**src/rtl/uart_rx.sv**
```systemverilog
// 8N1 UART receiver: synchronises Rx, samples each bit at its mid-point with a
// baud counter and hands the byte to the bus through a ready/read handshake.
module uart_rx #(
  parameter int DW           = 8,
  parameter int CLOCK        = 100_000_000,
  parameter int BAUD_RATE    = 115200,
  parameter int BAUD_COUNTER = CLOCK / BAUD_RATE,
  parameter int BRW          = $clog2(BAUD_COUNTER + 1)
) (
  input  logic          clk_i,
  input  logic          rst_i,
  input  logic          cs,
  input  logic          Rx,
  input  logic          rd_i,
  output logic [DW-1:0] data_o,
  output logic          ready_o,
  output logic          frame_err_o,
  output logic          overrun_o,
  output logic          busy_o
);

  localparam int BCW = (DW > 1) ? $clog2(DW) : 1;
  localparam logic [BRW-1:0] HALF_M1  = BRW'(BAUD_COUNTER / 2 - 1);
  localparam logic [BRW-1:0] FULL_M1  = BRW'(BAUD_COUNTER - 1);
  localparam logic [BCW-1:0] LAST_BIT = BCW'(DW - 1);

  typedef enum logic [1:0] {IDLE, START, DATA, STOP} state_t;

  logic           sync1_q, rx_s_q, rx_p_q;
  state_t         state_q, state_d;
  logic [BRW-1:0] cnt_q, cnt_d;
  logic [BCW-1:0] bit_q, bit_d;
  logic [DW-1:0]  shreg_q, shreg_d;
  logic [DW-1:0]  data_q, data_d;
  logic           ready_q, ready_d;
  logic           ferr_q, ferr_d;
  logic           ovr_q, ovr_d;
  logic           busy_q, busy_d;
  logic           sample, done;

  always_comb begin
    state_d = state_q;
    cnt_d   = cnt_q + BRW'(1);
    bit_d   = bit_q;
    shreg_d = shreg_q;
    data_d  = data_q;
    ready_d = ready_q;
    ferr_d  = ferr_q;
    ovr_d   = ovr_q;
    done    = 1'b0;
    sample  = (state_q == START) ? (cnt_q == HALF_M1) : (cnt_q == FULL_M1);

    case (state_q)
      IDLE: begin
        cnt_d = '0;
        if (cs && rx_p_q && !rx_s_q) state_d = START;
      end
      START: begin
        if (sample) begin
          cnt_d = '0;
          if (rx_s_q) begin
            state_d = IDLE;
          end else begin
            state_d = DATA;
            bit_d   = '0;
          end
        end
      end
      DATA: begin
        if (sample) begin
          cnt_d   = '0;
          shreg_d = {rx_s_q, shreg_q[DW-1:1]};
          if (bit_q == LAST_BIT) state_d = STOP;
          else                   bit_d   = bit_q + BCW'(1);
        end
      end
      STOP: begin
        if (sample) begin
          cnt_d   = '0;
          state_d = IDLE;
          done    = 1'b1;
        end
      end
      default: state_d = IDLE;
    endcase

    // Deselect aborts any frame; the bus-side registers are frozen meanwhile.
    if (!cs) begin
      state_d = IDLE;
      cnt_d   = '0;
      bit_d   = '0;
      done    = 1'b0;
    end else begin
      if (rd_i && ready_q) begin
        ready_d = 1'b0;
        ovr_d   = 1'b0;
      end
      // A read landing with the completion frees the slot for the new byte.
      if (done) begin
        if (ready_q && !rd_i) begin
          ovr_d = 1'b1;
        end else begin
          data_d  = shreg_q;
          ready_d = 1'b1;
          ferr_d  = !rx_s_q;
        end
      end
    end

    busy_d = (state_d != IDLE);
  end

  always_ff @(posedge clk_i or posedge rst_i) begin
    if (rst_i) begin
      sync1_q <= 1'b1;
      rx_s_q  <= 1'b1;
      rx_p_q  <= 1'b1;
      state_q <= IDLE;
      cnt_q   <= '0;
      bit_q   <= '0;
      shreg_q <= '0;
      data_q  <= '0;
      ready_q <= 1'b0;
      ferr_q  <= 1'b0;
      ovr_q   <= 1'b0;
      busy_q  <= 1'b0;
    end else begin
      sync1_q <= Rx;
      rx_s_q  <= sync1_q;
      rx_p_q  <= rx_s_q;
      state_q <= state_d;
      cnt_q   <= cnt_d;
      bit_q   <= bit_d;
      shreg_q <= shreg_d;
      data_q  <= data_d;
      ready_q <= ready_d;
      ferr_q  <= ferr_d;
      ovr_q   <= ovr_d;
      busy_q  <= busy_d;
    end
  end

  assign data_o      = data_q;
  assign ready_o     = ready_q;
  assign frame_err_o = ferr_q;
  assign overrun_o   = ovr_q;
  assign busy_o      = busy_q;

endmodule

```
**config.mk**
```make
export PLATFORM = sky130hd
export DESIGN_NAME = uart_rx
export DESIGN_NICKNAME = d
export VERILOG_FILES = /design/src/rtl/uart_rx.sv
export SDC_FILE = /design/constraint.sdc
export NUM_CORES = 1
export LEC_CHECK = 0
export ABC_AREA = 1
export CAP_MARGIN = 15
export CORE_MARGIN = 1.5
export CORE_UTILIZATION = 50
export DETAILED_ROUTE_END_ITERATION = 12
export GPL_TIMING_DRIVEN = 0
export MAX_ROUTING_LAYER = met4
export PLACE_DENSITY_LB_ADDON = 0.25
export RECOVER_POWER = 25
export SETUP_SLACK_MARGIN = 0.05
export SLEW_MARGIN = 10
export SYNTH_ARGS = -nofsm -noshare
export SYNTH_HDL_FRONTEND = slang
export SYNTH_SLANG_ARGS = --single-unit
```
**constraint.sdc**
```tcl
create_clock -name clk_i -period 2.2 [get_ports clk_i]
set_input_delay 0.44 -clock clk_i [delete_from_list [all_inputs] [get_ports clk_i]]
set_output_delay 0.44 -clock clk_i [all_outputs]
set_load 0.01 [all_outputs]
```
==> results.md <==
- First-pass GRT wire length: 5.44 mm
- Row Count: 21
- M1 GR Usage: about a fifth
- Vias/cell: 4.92
- Outcome: finished clean
- Layout cells sized above 1: about an eighth
- Die W: 63.2 µm
- Fin worst setup slack: 478 ps
- Max FO, Critical Path: 4
- 1st-pass router iterations: 4
- TritonCTS clock tree: yes
- Syn Nets: 218
- Vias in the first global route: 1267
- Vias: roughly 1400
- Yosys Warn Count: 0
- Post-synthesis instance area: between 1500 and 2000 µm²
- Startpoint types: flip-flop
- P per Cell Area: about 550 nW/µm²
- Starting Density: between 50% and 60%
- CORE AREA: 3420 µm²
- Clock power share: 32.9%
- CTS clock-pin slew for the worst setup and hold paths: 110 ps
- Grt met2 use: 29.8%
- Die H: about 63 µm
- Cell leakage power: ~1.0 nW
- Most Crowded Layer GR: met2
- Final period utilization: between 70 and 80%
- DR WL/cell: between 10 and 15 µm
- Nets: 240
- Post-synth top area cell: dfrtp_1
- Placement Setup Slack: slightly above 400 ps
- FMAX: around 580 MHz
- Post-DRT Antenna Nets: 0
- Post-synthesis xor/xnor area fraction: under 10%
- I/O pin count: 17
- Overflow after GRT: 0
- Crit-path cells: clkdlybuf4s50_1
- Mux cell area share after synthesis: 0%
- Worst Hold Class: reg2reg
- Main combinational cell family by area after synthesis: simple AND/OR/NAND/NOR gates
- Hold buffer count at cts: 0
- Fin Setup TNS: 0 ps
- Critical path buffers and inverters: 1
- Reg power frac: between 60% and 70%
- Worst skew pair latency: 340 ps
- Register area share after synthesis: around 53%
- Met3 Track Usage GR: between 4 and 5%
- H-tree Lvls: 2
- Max Root-Sink Buffers: 2
- Area share of the largest cell type after synthesis: approximately half
- CP max-delay cell: clkdlybuf4s50_1
- Cell with the most instances after synthesis: nand2_1
- Max cap viols: 0
- Post-synthesis cell type count: 25
- Synth Flop Type: dfrtp_1
- Worst-margin pin slew: between 1000 and 1500 ps
- Largest net degree at the start of global routing: 39
- Crit Path Class: reg2out
- Comb power frac: approximately 5%
- Final wirelength: about 3.1 mm
- Synth Area in Simple Gates: 32.7%
- Antenna violations before repair: 0
- VDD IR max: around 330 µV
- Adder-Cell Fraction of Synth Area: 2.07%
- Crit-path leading delay family: buffers and inverters
- Period minus WS final: 1720 ps
- GRT Total Usage: between 10% and 20%
- HPWL after DPL: roughly 2.3 mm
- Root Driver: clkbuf_4
- Compound-Gate Fraction of Synth Area: roughly 3.3%
- P_sw: roughly 0.27 mW
- Top post-synthesis cells by count: nand2_1 (61), dfrtp_1 (35), nor2_1 (21)
- Slew margin rel.: 7.40%
- Overall die area: 3990 µm²
- CP endpoint kind: output port
- PostCTS Resize Cnt: 0
- Synth-to-Final Area Change: 15.0%
- DR iter-0 viols: 34
- Avg Synthesized Cell Area: approximately 8.6 µm²
- Final Hold Viols: 0
- Clock Sinks: 38
- Setup bufs post-CTS: 0
- Async SR Flop Fraction: 100%
- CP max stage delay: 540 ps
- Required arrival time at the worst endpoint: between 1500 and 2000 ps
- Mapped Cells: 210
- Gpl congestion: between 0.8 and 0.9
- Ranking of synthesized cells by area: dfrtp_1 (48%), nand2_1 (13%), nand3_1 (5.5%)
- Residual DRC: 0
- # diodes: 0
- CP arrival: approximately 1300 ps
- EDFF count, synth: 0
- Max Slew Vio Count: 0
- Internal: between 0.8 and 0.9 mW
- RSZ-0062 raised after global routing: no
- Sw Ratio: between 20% and 30%
- # setup viols final: 0
- TritonCTS buffer count: 5
- Clk_skew: between 7 and 8 ps
- IO Port Bufs: 15
- Yosys reg bits: 38
stage by stage:
stage	area, µm²	instances	hold WS [ps]	util [%]	power (mW)
2_1_floorplan	1810	210	345	-	0.765
3_3_place_gp	2020	271	347	59.0	0.788
3_5_place_dp	2020	271	348	59.0	0.788
4_1_cts	2080	279	365	60.9	1.17
5_1_grt	2080	279	375	60.9	1.21
6_report	2080	279	369	60.9	1.15
path summary, 6_finish.rpt:
kind	from	end	slack, ps	cells after the start
setup / recovery	ready_o	ready_o	480	1
hold reg to reg	sync1_q	rx_s_q	370	0
hold / removal	sync1_q	rx_s_q	370	0
setup reg to reg	state_q[1]	data_o[5]	590	9
min in group asynchronous	rst_i	cnt_q[7]	790	2
max in group asynchronous	rst_i	cnt_q[3]	590	2
power by group through the flow:
| stage | combinational [mW] | sequential, mW | clock, mW |
|---|---|---|---|
| after global routing | 0.0661 | 0.716 | 0.427 |
| after CTS | 0.0599 | 0.715 | 0.396 |
| final | 0.0578 | 0.715 | 0.379 |
| after floorplan | 0.0367 | 0.729 | 0 |
| after detailed placement | 0.0597 | 0.729 | 0 |
| after global placement | 0.0592 | 0.728 | 0 |
cell families (layout without fill, tap and decap cells):
| group | Yosys count | count (layout) |
|---|---|---|
| fa+ha+maj | 3 | 3 |
| flops | 38 | 38 |
| compound gates | 10 | 10 |
| buf+inv | 27 | 50 |
| xor+xnor | 4 | 4 |
| simple gates | 128 | 128 |
area by class of cell:
cell class | count | area, µm²
flip-flops and latches | 38 | 955
multi-input cells | 145 | 724
clock buffers | 6 | 51.3
plain buffers | 7 | 55.1
inverters | 20 | 75.1
repair buffers | 15 | 150
well taps | 46 | 57.6
clock inverters | 2 | 12.5
fillers | 312 | 1340
metal layers:
layer / routed length, µm / part of all wire [%]
met5: 0 / 0
met4: 40 / 1.3
met3: 118 / 3.9
met2: 1460 / 48
met1: 1450 / 47
sequential cells by signal, summed over array words and instances (netlist names):
register / count
cnt_q: 10
data_o: 8
shreg_q: 8
bit_q: 3
state_q: 2
busy_o: 1
frame_err_o: 1
overrun_o: 1
ready_o: 1
rx_p_q: 1
rx_s_q: 1
sync1_q: 1
cell usage in the layout (no fill, tap or decap):
cell type / count
dfrtp_1: 35
xor2_1: 4
clkbuf_4: 5
clkdlybuf4s50_1: 14
nand4_1: 12
clkinv_2: 1
nor3b_1: 2
nand2_2: 4
clkbuf_1: 1
o21ai_2: 1
ha_1: 3
o21ai_0: 3
a21oi_2: 1
nor2_4: 2
clkinvlp_4: 1
inv_1: 18
buf_4: 1
dfstp_2: 2
nand2_4: 1
a21oi_1: 4
buf_2: 2
nor2_1: 21
inv_2: 2
nand3_1: 20
nand3_2: 2
dlygate4sd3_1: 1
nand2_1: 61
nor3_1: 3
o21bai_1: 1
clkbuf_8: 1
dfstp_1: 1
buf_6: 3
No activity file was read; power rests on OpenSTA's default activity.
